==> src/rtl/pc_fetch.sv <==
// Program counter and instruction-fetch stage: fetches the word at pc over a
// req/ack handshake and holds it for decode until it is accepted.
module pc_fetch #(
  parameter logic [31:0] RESET_PC = 32'h0000_3000,
  parameter int          CNT_W    = 32
) (
  input  logic             clk,
  input  logic             rst,
  input  logic [29:0]      npc,
  input  logic             advance,
  input  logic             stall,
  output logic [29:0]      pc,
  output logic             imem_req,
  output logic [29:0]      imem_addr,
  input  logic             imem_ack,
  input  logic [31:0]      imem_rdata,
  output logic [31:0]      instr,
  output logic             instr_valid,
  output logic [CNT_W-1:0] icount
);

  typedef enum logic [1:0] {
    BOOT  = 2'd0,
    FETCH = 2'd1,
    VALID = 2'd2
  } state_t;

  state_t state_q, state_d;
  logic   load_instr;
  logic   do_advance;

  assign imem_addr = pc;

  // NOTE: every signal written here gets a default first, so no path can
  // leave one unassigned and infer a latch.
  always_comb begin
    state_d    = state_q;
    load_instr = 1'b0;
    do_advance = 1'b0;
    unique case (state_q)
      BOOT:  state_d = FETCH;
      FETCH: begin
        if (imem_ack) begin
          load_instr = 1'b1;
          state_d    = VALID;
        end
      end
      VALID: begin
        if (advance && !stall) begin
          do_advance = 1'b1;
          state_d    = FETCH;
        end
      end
      default: state_d = BOOT;
    endcase
  end

  // NOTE: state is updated with non-blocking assignments so every register
  // sees the pre-edge values of the others, independent of statement order.
  always_ff @(posedge clk) begin
    if (rst) begin
      state_q     <= BOOT;
      pc          <= RESET_PC[31:2];
      instr       <= 32'h0;
      instr_valid <= 1'b0;
      imem_req    <= 1'b0;
      icount      <= '0;
    end else begin
      state_q     <= state_d;
      // Handshake flags are registered copies of the next state's decode.
      imem_req    <= (state_d == FETCH);
      instr_valid <= (state_d == VALID);
      if (load_instr) instr <= imem_rdata;
      if (do_advance) begin
        pc     <= npc;
        icount <= icount + CNT_W'(1);
      end
    end
  end

endmodule
==> config.mk <==
export PLATFORM = sky130hd
export DESIGN_NAME = pc_fetch
export DESIGN_NICKNAME = d
export VERILOG_FILES = /design/src/rtl/pc_fetch.sv
export SDC_FILE = /design/constraint.sdc
export NUM_CORES = 1
export LEC_CHECK = 0
export ABC_CLOCK_PERIOD_IN_PS = 2500
export CORE_UTILIZATION = 41
export DETAILED_ROUTE_END_ITERATION = 8
export PLACE_DENSITY = 0.91
export REMOVE_ABC_BUFFERS = 1
export SYNTH_ARGS = -nofsm -noshare
export SYNTH_HDL_FRONTEND = slang
export SYNTH_SLANG_ARGS = --single-unit
==> constraint.sdc <==
create_clock -name clk -period 2.5 [get_ports clk]
set_input_delay 0.75 -clock clk [delete_from_list [all_inputs] [get_ports clk]]
set_output_delay 0.75 -clock clk [all_outputs]
set_load 0.02 [all_outputs]
== Yosys cells after proc, flatten, opt, wreduce, memory -nomap -nowiden ==
Cells that the tools add are included.

* $add $sub $neg: 1
* Muxes and demuxes: 7
* Reduce and logical (&&, ||, !) cells: 3
* Equality and inequality tests: 4

{| class="wikitable"
|+ Operators by type and width
! kind !! count
|-
| 32-bit by 1-bit adder with 32-bit output, second input constant || 1
|-
| 2-bit one-hot mux with 3 select lines || 1
|-
| 2-bit by 1-bit == test with 1-bit output, second input constant || 2
|-
| 2-bit == test, second input constant || 2
|-
| 1-bit two-way mux || 4
|-
| 2-bit two-way mux || 2
|-
| 2-bit zero test || 1
|-
| 1-bit logical AND || 1
|-
| 1-bit zero test || 1
|}

* Output and inout port bits: 126
* Register bits: 98
* Logic and storage cells: 21
* Input port bits: 67

== Depth between registers and ports, before layout ==
Gate-level depths: netlist of the first run.

* Depth after elaboration: 5
* Gate-level depth with buffers: 6
* Mapped depth without buffers: 5

== Least setup slack after synthesis of the first run ==
No wires, ideal clock.

* Path kind: input port to flip-flop
* From: in stall
* To: reg icount[27]
* Cell stages on the path: 5
* Path buffers: 1
* Setup time: 70 ps
* Path slack: 209 ps
* Arrival time: 2,220 ps
* Required time: 2,430 ps
* Cell sequence: nand4bb_4 -> or4_4 -> buf_6 -> or4_1 -> a21oi_1

* Word-level cells in the longest chain between the ends: 4

{| class="wikitable"
|+ Ends and longest elaborated chain
! element !! line !! text
|-
| start, declared || 11 || <nowiki>input logic stall,</nowiki>
|-
| 1-bit zero test || 49 || <nowiki>if (advance && !stall) begin</nowiki>
|-
| 1-bit logical AND || 49 ||
|-
| 1-bit two-way mux || 49 ||
|-
| 1-bit two-way mux || 40 || <nowiki>unique case (state_q)</nowiki>
|-
| end signal, assigned || 76 || <nowiki>icount <= icount + CNT_W'(1);</nowiki>
|-
| end, declared || 19 || <nowiki>output logic [CNT_W-1:0] icount</nowiki>
|}

No other way between the ends.
A chain may end at the register's enable or synchronous reset.

== Worst setup path in the final report of the first run ==
* From: in advance
* To: reg icount[20]

* Word-level cells in the longest chain between the ends: 3

{| class="wikitable"
|+ Ends and longest elaborated chain
! element !! line !! text
|-
| start, declared || 10 || <nowiki>input logic advance,</nowiki>
|-
| 1-bit logical AND || 49 ||
|-
| 1-bit two-way mux || 49 ||
|-
| 1-bit two-way mux || 40 ||
|}

No other way between the ends.

==> reports/results.txt, run 1 <==
Setup crit start -> advance
Clock Sinks -> 98
CP endpoint kind -> flop
CP max FO -> 7
Floorplan core area -> 0.009371 sq mm
Outcome -> complete, no violations
Fillers -> 779
Leak -> 2.012 nW
Final ANT Viol Nets -> 0
Total Routing Usage GR -> 22.26%
Max-slew headroom -> 71.17%
CTS Buf Count -> 9
Sequential share of the synthesized area -> 48.82%
Sw frac -> 23.71%
Share of layout cells above drive strength 1 -> 5.505%
Hold_sp -> instr[1]
Mux share of post-synthesis cell area -> 0%
TritonCTS clock tree -> yes
Post-synthesis xor/xnor area fraction -> 2.397%
Worst r2r src -> icount[4]
CP startpoint kind -> input pin
FMAX -> 408.7 MHz
Yosys top cell by area -> dfxtp_1
Design Area, Final -> 0.006113 sq mm
Post-synthesis compound-gate area fraction -> 13.82%
Vias in the first global route -> 3,852
Gate Count Post-Synth -> 494
Total power -> 3.082 mW
Util after Layout -> 65.23%
Via count -> 4,050
Worst Tran Pin Value -> 432.4 ps
Layout Nets -> 717
Synth Area in Adders -> 0.3113%
First-pass GRT wire length -> 18,040 um
P&R area growth vs syn -> 52.12%
R2r setup slk -> 260 ps
Port Buffers -> 192
Grt ovf -> 0
Final number of setup-violating endpoints -> 0
Internal -> 2.351 mW
Worst hold slack -> 458.7 ps
PD cells -> 504.1 mW/mm^2
Register share of total power -> 52.5%
Area contributors post-synth -> dfxtp_1 (49%), nand2_1 (13%), a21oi_1 (10%), buf_4 (5.6%), or4_1 (2.8%)
Fin crit period -> 2447 ps
Post-DP HPWL -> 8251 um
Clock Skews -> 6.697 ps
FF+latch count, synth -> 98
Cell Chain, Critical Path -> clkdlybuf4s50_1 > nand4bb_4 > buf_4 > or3_1 > or4_1 > a21oi_1
Die height -> 101.0 um
DR WL/cell -> 14.84 um
Kind of critical path -> in -> reg
Hold Crit Class -> reg -> reg
Final Hold Viols -> 0
RSZ-0062 raised after global routing -> no
Post-Synth Simple-Gate Area -> 25.34%
Rows -> 35
Die Wd -> 101.0 um
Count leader, synth -> nand2_1
Avg Inst Size Synth -> 8.135 sq um
Synth warn -> 0
Critical path arrival -> 2730 ps
Root Driver -> clkbuf_8
1st-iter DRT viols -> 161
Ys flop type -> dfxtp_1
# diodes -> 0
Worst endpoint required time -> 2780 ps
Combinational share of power -> 11.1%
Die area -> 0.01020 sq mm
Clock-pin slew on the worst setup and hold paths -> 100 ps
Worst VDD drop -> 0.0003323 V
Asr flop ratio synth -> 0%
Vias per cell -> 5.172
Final slew viol count -> 0
Clock latency on the worst-skew pair -> 350 ps
Synth cell count leaders -> nand2_1 (134), dfxtp_1 (98), a21oi_1 (84)
Final WS setup -> 53.04 ps
# DRC -> 0
Placement Cell Area -> 0.005891 sq mm
Synthesized cell area -> 0.004019 sq mm
Cell variety after synth -> 30
Area share of the largest cell type after synthesis -> 48.82%
Cell at the slowest stage of the critical path -> clkdlybuf4s50_1
Largest family of logic cells by synthesized area -> simple AND/OR/NAND/NOR gates
H-tree levels -> 3
I/O pin cnt -> 193
Sw Pwr -> 0.7306 mW
EDFF count, synth -> 0
Largest net degree at the start of global routing -> 99
DP Worst Slack -> -330.5 ps
GPL Wtd Cong -> 0.7444
Initial Utilization -> 42.88%
CP peak stage delay -> 560 ps
DRT Pass-1 Iters -> 4
Max clock buf depth -> 2
Initial antenna violation count -> 0
Drt total wl -> 11,620 um
Final period util -> 97.88%
Max-Cap Viols -> 0
Clock Power Share -> 36.4%
cell type report:
| type | instances | area, sq um | share of cell area [%] |
|---|---|---|---|
| clock buffers | 10 | 127.6 | 2.088 |
| clock inverters | 6 | 90.09 | 1.474 |
| inverters | 4 | 15.01 | 0.2456 |
| multi-input cells | 329 | 1703 | 27.86 |
| flip-flops and latches | 98 | 1962 | 32.09 |
| well taps | 129 | 161.4 | 2.640 |
| repair buffers | 207 | 2054 | 33.61 |
layer usage:
layer / vias up / global-route usage [%] / wire, um
met4: 0 / 6.800 / 204
met3: 19 / 4.646 / 714
met1: 1920 / 24.49 / 4512
li1: 1956 / - / -
met5: - / 0 / 0
met2: 155 / 42.52 / 6191
repair_timing:
item                                    CTS  global route
setup buffers                             0             0
hold buffers                              0             0
gates resized for setup                   0             1
endpoints found under the setup margin    0             7
state kept, by name (all words and copies together) (netlist names):
name,cells
imem_addr,30
imem_req,1
icount,32
instr_valid,1
state_q,2
instr,32
critical path: cells and delay by family:
family	cells	cell delay (ps)
AO/OA/AOI/OAI	1	170
buffers and inverters	2	740
AND/OR/NAND/NOR	3	1070
power by group through the flow:
stage               Combinational, mW  Sequential [mW]  Clock [mW]
finish                          0.343             1.62        1.12
global route                    0.365             1.62        1.21
CTS                             0.343             1.62        1.14
detailed placement              0.342             1.65           0
global placement                0.335             1.65           0
floorplan                      0.0618             1.70           0
metrics by stage:
stage                     cells  TNS [ps]
after global placement      767     -4997
after detailed placement    767     -6162
after global routing        783         0
final                       783         0
after floorplan             431    -56500
after CTS                   783         0
logic make-up (layout without fill, tap and decap cells):
family	after synthesis	in the layout
simple gates	213	213
compound gates	104	104
flops	98	98
buf+inv	67	227
xor+xnor	11	11
fa+ha+maj	1	1
final timing paths:
kind,to,cells after the start
setup / recovery,icount[20],6
setup reg to reg,icount[28],4
hold / removal,instr[1],2
hold reg to reg,instr[1],2
layout by cell type (no fill, tap or decap), drive strengths merged:
master         Yosys  routed
nand3b             4       4
nand3             10      10
a21oi             84      84
inv                4       5
xnor2              7       7
and3b              1       1
nand4             11      11
nor3               1       1
and4               4       4
nor4bb             1       1
clkinvlp           0       1
nand2b             1       1
o31ai             14      14
clkdlybuf4s50      0     191
o21ai              6       6
nor4               4       4
nand2            134     134
buf               37      16
clkinv             0       2
xor2               4       4
nand4bb            1       1
bufinv             0       2
and3               1       1
nor2              15      15
dfxtp             98      98
ha                 1       1
or3                9       9
or4               16      16
clkbuf            26      10
Note: power is estimated with default switching activity, not from simulation.
==> run 2: changes to the inputs <==
--- a/config.mk
+++ b/config.mk
@@ -7,6 +7,7 @@
 export LEC_CHECK = 0
 export ABC_CLOCK_PERIOD_IN_PS = 2500
 export CORE_UTILIZATION = 41
+export CTS_BUF_LIST = sky130_fd_sc_hd__clkbuf_16
 export DETAILED_ROUTE_END_ITERATION = 8
 export PLACE_DENSITY = 0.91
 export REMOVE_ABC_BUFFERS = 1
==> run 2 against run 1 <==
Against the previous run: clock-buffer cell count shrank 1; maximum frequency is 1.6% higher; routed wire length rose by 0.41%; combinational power is essentially flat; total power rose by 12%; global-route usage up 0.28 points; register-to-register slack gained 30 ps; flip-flop and latch count did not move; hold slack worse by 4.0 ps.
==> reports/results.txt, run 2 (same netlist as run 1, synthesis figures left out) <==
CP peak stage delay -> 560 ps (about the same)
FMAX -> 415.2 MHz (was 408.7 MHz)
Sw Pwr -> 0.7788 mW (was 0.7306 mW)
Die height -> 101.0 um (unchanged)
PD cells -> 552.5 mW/mm^2 (was 504.1 mW/mm^2)
Rows -> 35 (unchanged)
Clock-pin slew on the worst setup and hold paths -> 70 ps (was 100 ps)
WHS Path Cells -> 2 (unchanged)
Post-DP HPWL -> 8251 um (unchanged)
Grt ovf -> 0 (unchanged)
Global Route met3 Usage -> 5.617% (was 4.646%)
Setup repair bufs after CTS -> 0 (unchanged)
Clock Skews -> 6.181 ps (was 6.697 ps)
Worst hold slack -> 454.7 ps (was 458.7 ps)
M1 GR Usage -> 24.88% (was 24.49%)
P&R area growth vs syn -> 54.89% (was 52.12%)
Most frequent cells in the layout -> clkdlybuf4s50_1 (191), nand2_1 (134), dfxtp_1 (98), a21oi_1 (84) (unchanged)
Most common cell after layout, fill and taps aside -> clkdlybuf4s50_1 (unchanged)
Setup TNS -> 0 ps (unchanged)
# DRC -> 0 (unchanged)
Layout Nets -> 717 (unchanged)
Total power -> 3.439 mW (was 3.082 mW)
Port Buffers -> 192 (unchanged)
Hold Crit Class -> reg -> reg (unchanged)
First-pass GRT wire length -> 18,230 um (was 18,040 um)
Die Wd -> 101.0 um (unchanged)
Outcome -> complete, no violations (unchanged)
Cell Chain, Critical Path -> clkdlybuf4s50_1 > nand4bb_4 > buf_4 > or3_4 > or4_1 > a21oi_1 (was clkdlybuf4s50_1 > nand4bb_4 > buf_4 > or3_1 > or4_1 > a21oi_1)
Max-Cap Viols -> 0 (unchanged)
Levels on crit path -> 6 (unchanged)
Worst VDD drop -> 0.0003001 V (was 0.0003323 V)
Largest net degree at the start of global routing -> 99 (unchanged)
RSZ-0062 raised after global routing -> no (unchanged)
CP startpoint kind -> input pin (unchanged)
CP bufs+invs -> 2 (unchanged)
Max-slew headroom -> 70.27% (was 71.17%)
Clock latency on the worst-skew pair -> 330 ps (was 350 ps)
Final Hold Viols -> 0 (unchanged)
Fin crit period -> 2409 ps (was 2447 ps)
Dpl cells -> 767 (unchanged)
Top Usage Layer GRT -> met2 (unchanged)
Finished Layout Cells -> 783 (unchanged)
Initial antenna violation count -> 0 (unchanged)
Util after Layout -> 66.42% (was 65.23%)
Clock Sinks -> 98 (unchanged)
DRT Pass-1 Iters -> 4 (unchanged)
Critical path arrival -> 2670 ps (was 2730 ps)
Root Driver -> clkbuf_16 (was clkbuf_8)
Floorplan core area -> 0.009371 sq mm (unchanged)
Max clock buf depth -> 2 (unchanged)
Vias in the first global route -> 3,885 (was 3,852)
H-tree levels -> 3 (unchanged)
GPL Wtd Cong -> 0.7444 (unchanged)
Cell at the slowest stage of the critical path -> clkdlybuf4s50_1 (unchanged)
Sw frac -> 22.64% (was 23.71%)
Met2 Use GR -> 41.31% (was 42.52%)
Clock Power Share -> 43.0% (was 36.4%)
Leak -> 2.066 nW (was 2.012 nW)
Initial Utilization -> 42.88% (unchanged)
Worst Tran Pin Value -> 445.9 ps (was 432.4 ps)
Final slew viol count -> 0 (unchanged)
Via count -> 4,045 (was 4,050)
Internal -> 2.661 mW (was 2.351 mW)
Total Routing Usage GR -> 22.55% (was 22.26%)
Final number of setup-violating endpoints -> 0 (unchanged)
Top Family by Delay on Critical Path -> simple AND/OR/NAND/NOR gates (unchanged)
Kind of critical path -> in -> reg (unchanged)
1st-iter DRT viols -> 168 (was 161)
Final period util -> 96.35% (was 97.88%)
I/O pin cnt -> 193 (unchanged)
Reg2Reg Depth -> 4 (unchanged)
Drt total wl -> 11,670 um (was 11,620 um)
CP endpoint kind -> flop (unchanged)
CP max FO -> 7 (unchanged)
Die area -> 0.01020 sq mm (unchanged)
Vias per cell -> 5.166 (was 5.172)
Combinational share of power -> 10.0% (was 11.1%)
Share of layout cells above drive strength 1 -> 5.810% (was 5.505%)
DR WL/cell -> 14.90 um (was 14.84 um)
Register share of total power -> 47.0% (was 52.5%)
CTS Buf Count -> 9 (unchanged)
Final ANT Viol Nets -> 0 (unchanged)
Worst endpoint required time -> 2760 ps (was 2780 ps)
# diodes -> 0 (unchanged)
TritonCTS clock tree -> yes (unchanged)
## run 2: cell types whose count changed in the layout (fill, tap and decap cells not counted), sizes merged
cell | before | now
inv | 5 | 6
clkbuf | 10 | 9
## run 2: tightest hold or removal path, delay by kind of cell (launching register included)
family / cells / cell delay (ps)
DFF: 1 / 310
and+or+nand+nor: 1 / 50
AOI/OAI and AO/OA: 1 / 50
## run 2: routing by layer
layer / vias up / routed length, um
met2: 152 / 6097
met4: 0 / 255
met3: 22 / 728
met1: 1903 / 4588
li1: 1968 / -
met5: - / 0
## run 2: layout make-up
class,count,area (sq um)
Clock buffer,9,225.2
Clock inverter,7,93.84
Fill cell,766,3147
Inverter,4,15.01
Multi-Input combinational cell,329,1713
Sequential cell,98,1962
Tap cell,129,161.4
Timing Repair Buffer,207,2054
## run 2: worst paths after layout
path             start         end  slack, ps
max            advance  icount[20]         90
min           instr[1]    instr[1]        450
max reg2reg  icount[4]  icount[28]        290
min reg2reg   instr[1]    instr[1]        450
## run 2: power groups by stage
stage | clock (mW) | sequential [mW] | combinational [mW]
final | 1.48 | 1.62 | 0.343
after global routing | 1.56 | 1.62 | 0.365
after CTS | 1.49 | 1.62 | 0.343
after detailed placement | 0 | 1.65 | 0.342
after global placement | 0 | 1.65 | 0.335
after floorplan | 0 | 1.70 | 0.0618
## run 2: stage by stage
step | setup slack, ps | cell area, sq um
2_1_floorplan | -2416 | 3660
3_3_place_gp | -325.7 | 5891
3_5_place_dp | -330.5 | 5891
4_1_cts | 2.440 | 6210
5_1_grt | 30.56 | 6225
6_report | 91.26 | 6225
## run 2: repair_timing
action | 4_1_cts | 5_1_grt
setup endpoints to repair | 0 | 13
hold buffers | 0 | 0
resized for setup | 0 | 3
==> run 3: changes to the inputs <==
--- a/config.mk
+++ b/config.mk
@@ -5,8 +5,9 @@
 export SDC_FILE = /design/constraint.sdc
 export NUM_CORES = 1
 export LEC_CHECK = 0
+export ABC_AREA = 1
 export ABC_CLOCK_PERIOD_IN_PS = 2500
-export CORE_UTILIZATION = 41
+export CORE_UTILIZATION = 42
 export CTS_BUF_LIST = sky130_fd_sc_hd__clkbuf_16
 export DETAILED_ROUTE_END_ITERATION = 8
 export PLACE_DENSITY = 0.91
==> run 3 against run 2 <==
Against the previous run: first-iteration DRC count shrank 11%; die area grew 4.3%; hold slack gained 22 ps; clock skew shrank 0.72 ps; clock-buffer cell count is the same; via count grew 7.1%; register-to-register slack gained 630 ps; cell count grew 15%; sequential power is essentially flat; global-route usage grew 0.15 points; largest power group unchanged.
==> reports/results.txt, run 3 <==
CTS hold repair buffers -> 0 (unchanged)
Total power -> 3.354 mW (was 3.439 mW)
# diodes -> 0 (unchanged)
Die area -> 0.01065 sq mm (was 0.01020 sq mm)
Outcome -> complete, no violations (unchanged)
Max-Cap Viols -> 0 (unchanged)
Final Hold Viols -> 0 (unchanged)
P&R area growth vs syn -> 49.21% (was 54.89%)
CTS Buf Count -> 9 (unchanged)
Area of the multi-input gates -> 0.001818 sq mm (was 0.001713 sq mm)
CP endpoint kind -> output pin (was flop)
Sequential share of the synthesized area -> 45.63% (was 48.82%)
Largest net degree at the start of global routing -> 38 (was 99)
TritonCTS clock tree -> yes (unchanged)
Kind of critical path -> reg -> out (was in -> reg)
Count leader, synth -> nor2_1 (was nand2_1)
Cell variety after synth -> 25 (was 30)
R2r setup slk -> 920 ps (was 290 ps)
Worst r2r src -> icount[1] (was icount[4])
Initial Utilization -> 43.58% (was 42.88%)
Clock Skews -> 5.465 ps (was 6.181 ps)
Synth warn -> 0 (unchanged)
Die Wd -> 103.2 um (was 101.0 um)
Register share of total power -> 49.1% (was 47.0%)
Post-CTS resize count -> 0 (unchanged)
Combinational share of power -> 13.6% (was 10.0%)
Grt ovf -> 0 (unchanged)
Via count -> 4,333 (was 4,045)
Final WS setup -> 280.5 ps (was 91.26 ps)
Worst Tran Pin Value -> 318.9 ps (was 445.9 ps)
Vias per cell -> 4.798 (was 5.166)
Sw Pwr -> 0.8355 mW (was 0.7788 mW)
CP startpoint kind -> flop (was input pin)
Drt total wl -> 11,700 um (was 11,670 um)
Initial antenna violation count -> 0 (unchanged)
Gate Count Post-Synth -> 609 (was 494)
Cell at the slowest stage of the critical path -> clkdlybuf4s50_1 (unchanged)
R2r endpoint -> icount[14] (was icount[28])
Final ANT Viol Nets -> 0 (unchanged)
Post-DP HPWL -> 8604 um (was 8251 um)
Sw frac -> 24.91% (was 22.64%)
Placement Cell Area -> 0.006153 sq mm (was 0.005891 sq mm)
DR WL/cell -> 12.96 um (was 14.90 um)
WHS Path Cells -> 2 (unchanged)
FMAX -> 450.5 MHz (was 415.2 MHz)
GPL Wtd Cong -> 0.8853 (was 0.7444)
RSZ-0062 raised after global routing -> no (unchanged)
Worst endpoint required time -> 1750 ps (was 2760 ps)
# DRC -> 0 (unchanged)
Area contributors post-synth -> dfxtp_1 (46%), nor2_1 (16%), o21ai_0 (8.3%), nand2_1 (6.5%), buf_4 (5.2%) (was dfxtp_1 (49%), nand2_1 (13%), a21oi_1 (10%), buf_4 (5.6%), or4_1 (2.8%))
Total Routing Usage GR -> 22.69% (was 22.55%)
1st-iter DRT viols -> 149 (was 168)
Final slew viol count -> 0 (unchanged)
DRT Pass-1 Iters -> 4 (unchanged)
Floorplan core area -> 0.009864 sq mm (was 0.009371 sq mm)
Fillers -> 824 (was 766)
Hold Crit Class -> reg -> reg (unchanged)
Clock Power Share -> 37.3% (was 43.0%)
FF+latch count, synth -> 98 (unchanged)
Setup repair bufs after CTS -> 0 (unchanged)
Max-slew headroom -> 78.71% (was 70.27%)
Root Driver -> clkbuf_16 (unchanged)
Worst VDD drop -> 0.0003255 V (was 0.0003001 V)
Most common cell after layout, fill and taps aside -> clkdlybuf4s50_1 (unchanged)
Avg Inst Size Synth -> 7.059 sq um (was 8.135 sq um)
Leak -> 2.479 nW (was 2.066 nW)
Synthesized cell area -> 0.004299 sq mm (was 0.004019 sq mm)
DP Worst Slack -> 136.3 ps (was -330.5 ps)
Cell Chain, Critical Path -> clkdlybuf4s50_1 (was clkdlybuf4s50_1 > nand4bb_4 > buf_4 > or3_4 > or4_1 > a21oi_1)
Clock-pin slew on the worst setup and hold paths -> 70 ps (about the same)
EDFF count, synth -> 0 (unchanged)
Internal -> 2.519 mW (was 2.661 mW)
I/O pin cnt -> 193 (unchanged)
Yosys top cell by area -> dfxtp_1 (unchanged)
Layout Nets -> 834 (was 717)
CP peak stage delay -> 660 ps (was 560 ps)
Fin crit period -> 2220 ps (was 2409 ps)
PD cells -> 522.9 mW/mm^2 (was 552.5 mW/mm^2)
Rows -> 36 (was 35)
Top Family by Delay on Critical Path -> buffers and inverters (was simple AND/OR/NAND/NOR gates)
Asr flop ratio synth -> 0% (unchanged)
Hold EP -> icount[6] (was instr[1])
H-tree levels -> 3 (unchanged)
Vias in the first global route -> 3,944 (was 3,885)
Reg2Reg Depth -> 10 (was 4)
Most frequent cells in the layout -> clkdlybuf4s50_1 (192), nor2_1 (178), dfxtp_1 (98), nand2_1 (74), o21ai_0 (71) (was clkdlybuf4s50_1 (191), nand2_1 (134), dfxtp_1 (98), a21oi_1 (84))
CP bufs+invs -> 1 (was 2)
Clock latency on the worst-skew pair -> 330 ps (about the same)
Hold_sp -> icount[6] (was instr[1])
Final number of setup-violating endpoints -> 0 (unchanged)
Setup TNS -> 0 ps (unchanged)
Ys flop type -> dfxtp_1 (unchanged)
Critical path arrival -> 1470 ps (was 2670 ps)
CP max FO -> 7 (unchanged)
Design Area, Final -> 0.006415 sq mm (was 0.006225 sq mm)
Area share of the largest cell type after synthesis -> 45.63% (was 48.82%)
Port Buffers -> 192 (unchanged)
Final period util -> 88.78% (was 96.35%)
Synth cell count leaders -> nor2_1 (178), dfxtp_1 (98), nand2_1 (74) (was nand2_1 (134), dfxtp_1 (98), a21oi_1 (84))
Share of layout cells above drive strength 1 -> 5.325% (was 5.810%)
Storage cell area -> 0.001962 sq mm (unchanged)
Die height -> 103.2 um (was 101.0 um)
First-pass GRT wire length -> 18,540 um (was 18,230 um)
Max clock buf depth -> 2 (unchanged)
Clock Sinks -> 98 (unchanged)
[run 3: changes by cell type in the layout (fill, tap and decap cells not counted), moves of 8 or more]
| cell | change |
|---|---|
| a21oi_1 | -68 |
| o31ai_1 | -14 |
| nand3_1 | +21 |
| nand2_1 | -60 |
| or4_1 | -15 |
| inv_1 | +43 |
| buf_4 | -8 |
| o21ai_0 | +65 |
| nor2_1 | +163 |
[run 3: cell type report]
class	instances	area share, %
flip-flops and latches	98	30.58
multi-input cells	407	28.34
well taps	133	2.594
repair buffers	200	31.48
clock buffers	9	3.511
inverters	50	2.926
clock inverters	6	0.5656
[run 3: worst max-delay path by stage]
stage                          start    endpoint  slack (ps)  depth (start not counted)
after floorplan                stall  icount[23]          60                          9
after global placement       advance  icount[14]         170                         11
after detailed placement     advance  icount[14]         140                         11
after CTS                 icount[18]  icount[18]         300                          1
after global routing       icount[4]   icount[4]         250                          1
final                     icount[18]  icount[18]         280                          1
[run 3: kinds of logic (layout without fill, tap and decap cells)]
| kind of cell | after synthesis | in the layout | share of synthesized area [%] |
|---|---|---|---|
| AOI/OAI and AO/OA | 91 | 91 | 10.80 |
| buffers and inverters | 104 | 265 | 12.19 |
| and+or+nand+nor | 313 | 313 | 30.68 |
| adders and majority gates | 1 | 1 | 0.2910 |
| xor gates and xnor gates | 2 | 2 | 0.4075 |
| DFF | 98 | 98 | 45.63 |
[run 3: metal layers]
layer  vias up  wire length, um  global-route usage, %
met5         -                0                      0
met4         0              354                  10.94
met3        25             1076                  7.594
met2       167             5580                  37.54
met1      1939             4692                  26.50
li1       2202                -                      -
[run 3: through the flow]
stage | cells | hold slack (ps) | utilization [%]
after floorplan | 555 | 543.6 | -
after global placement | 888 | 461.8 | 62.38
after detailed placement | 888 | 465.7 | 62.38
after CTS | 903 | 477.0 | 65.03
after global routing | 903 | 496.9 | 65.03
final | 903 | 476.9 | 65.03
[run 3: power groups by stage]
stage	Combinational (mW)	Clock (mW)	Sequential, mW
after floorplan	0.105	0	1.76
final	0.456	1.25	1.65
after detailed placement	0.456	0	1.68
after global routing	0.495	1.34	1.65
after global placement	0.451	0	1.68
after CTS	0.459	1.27	1.65
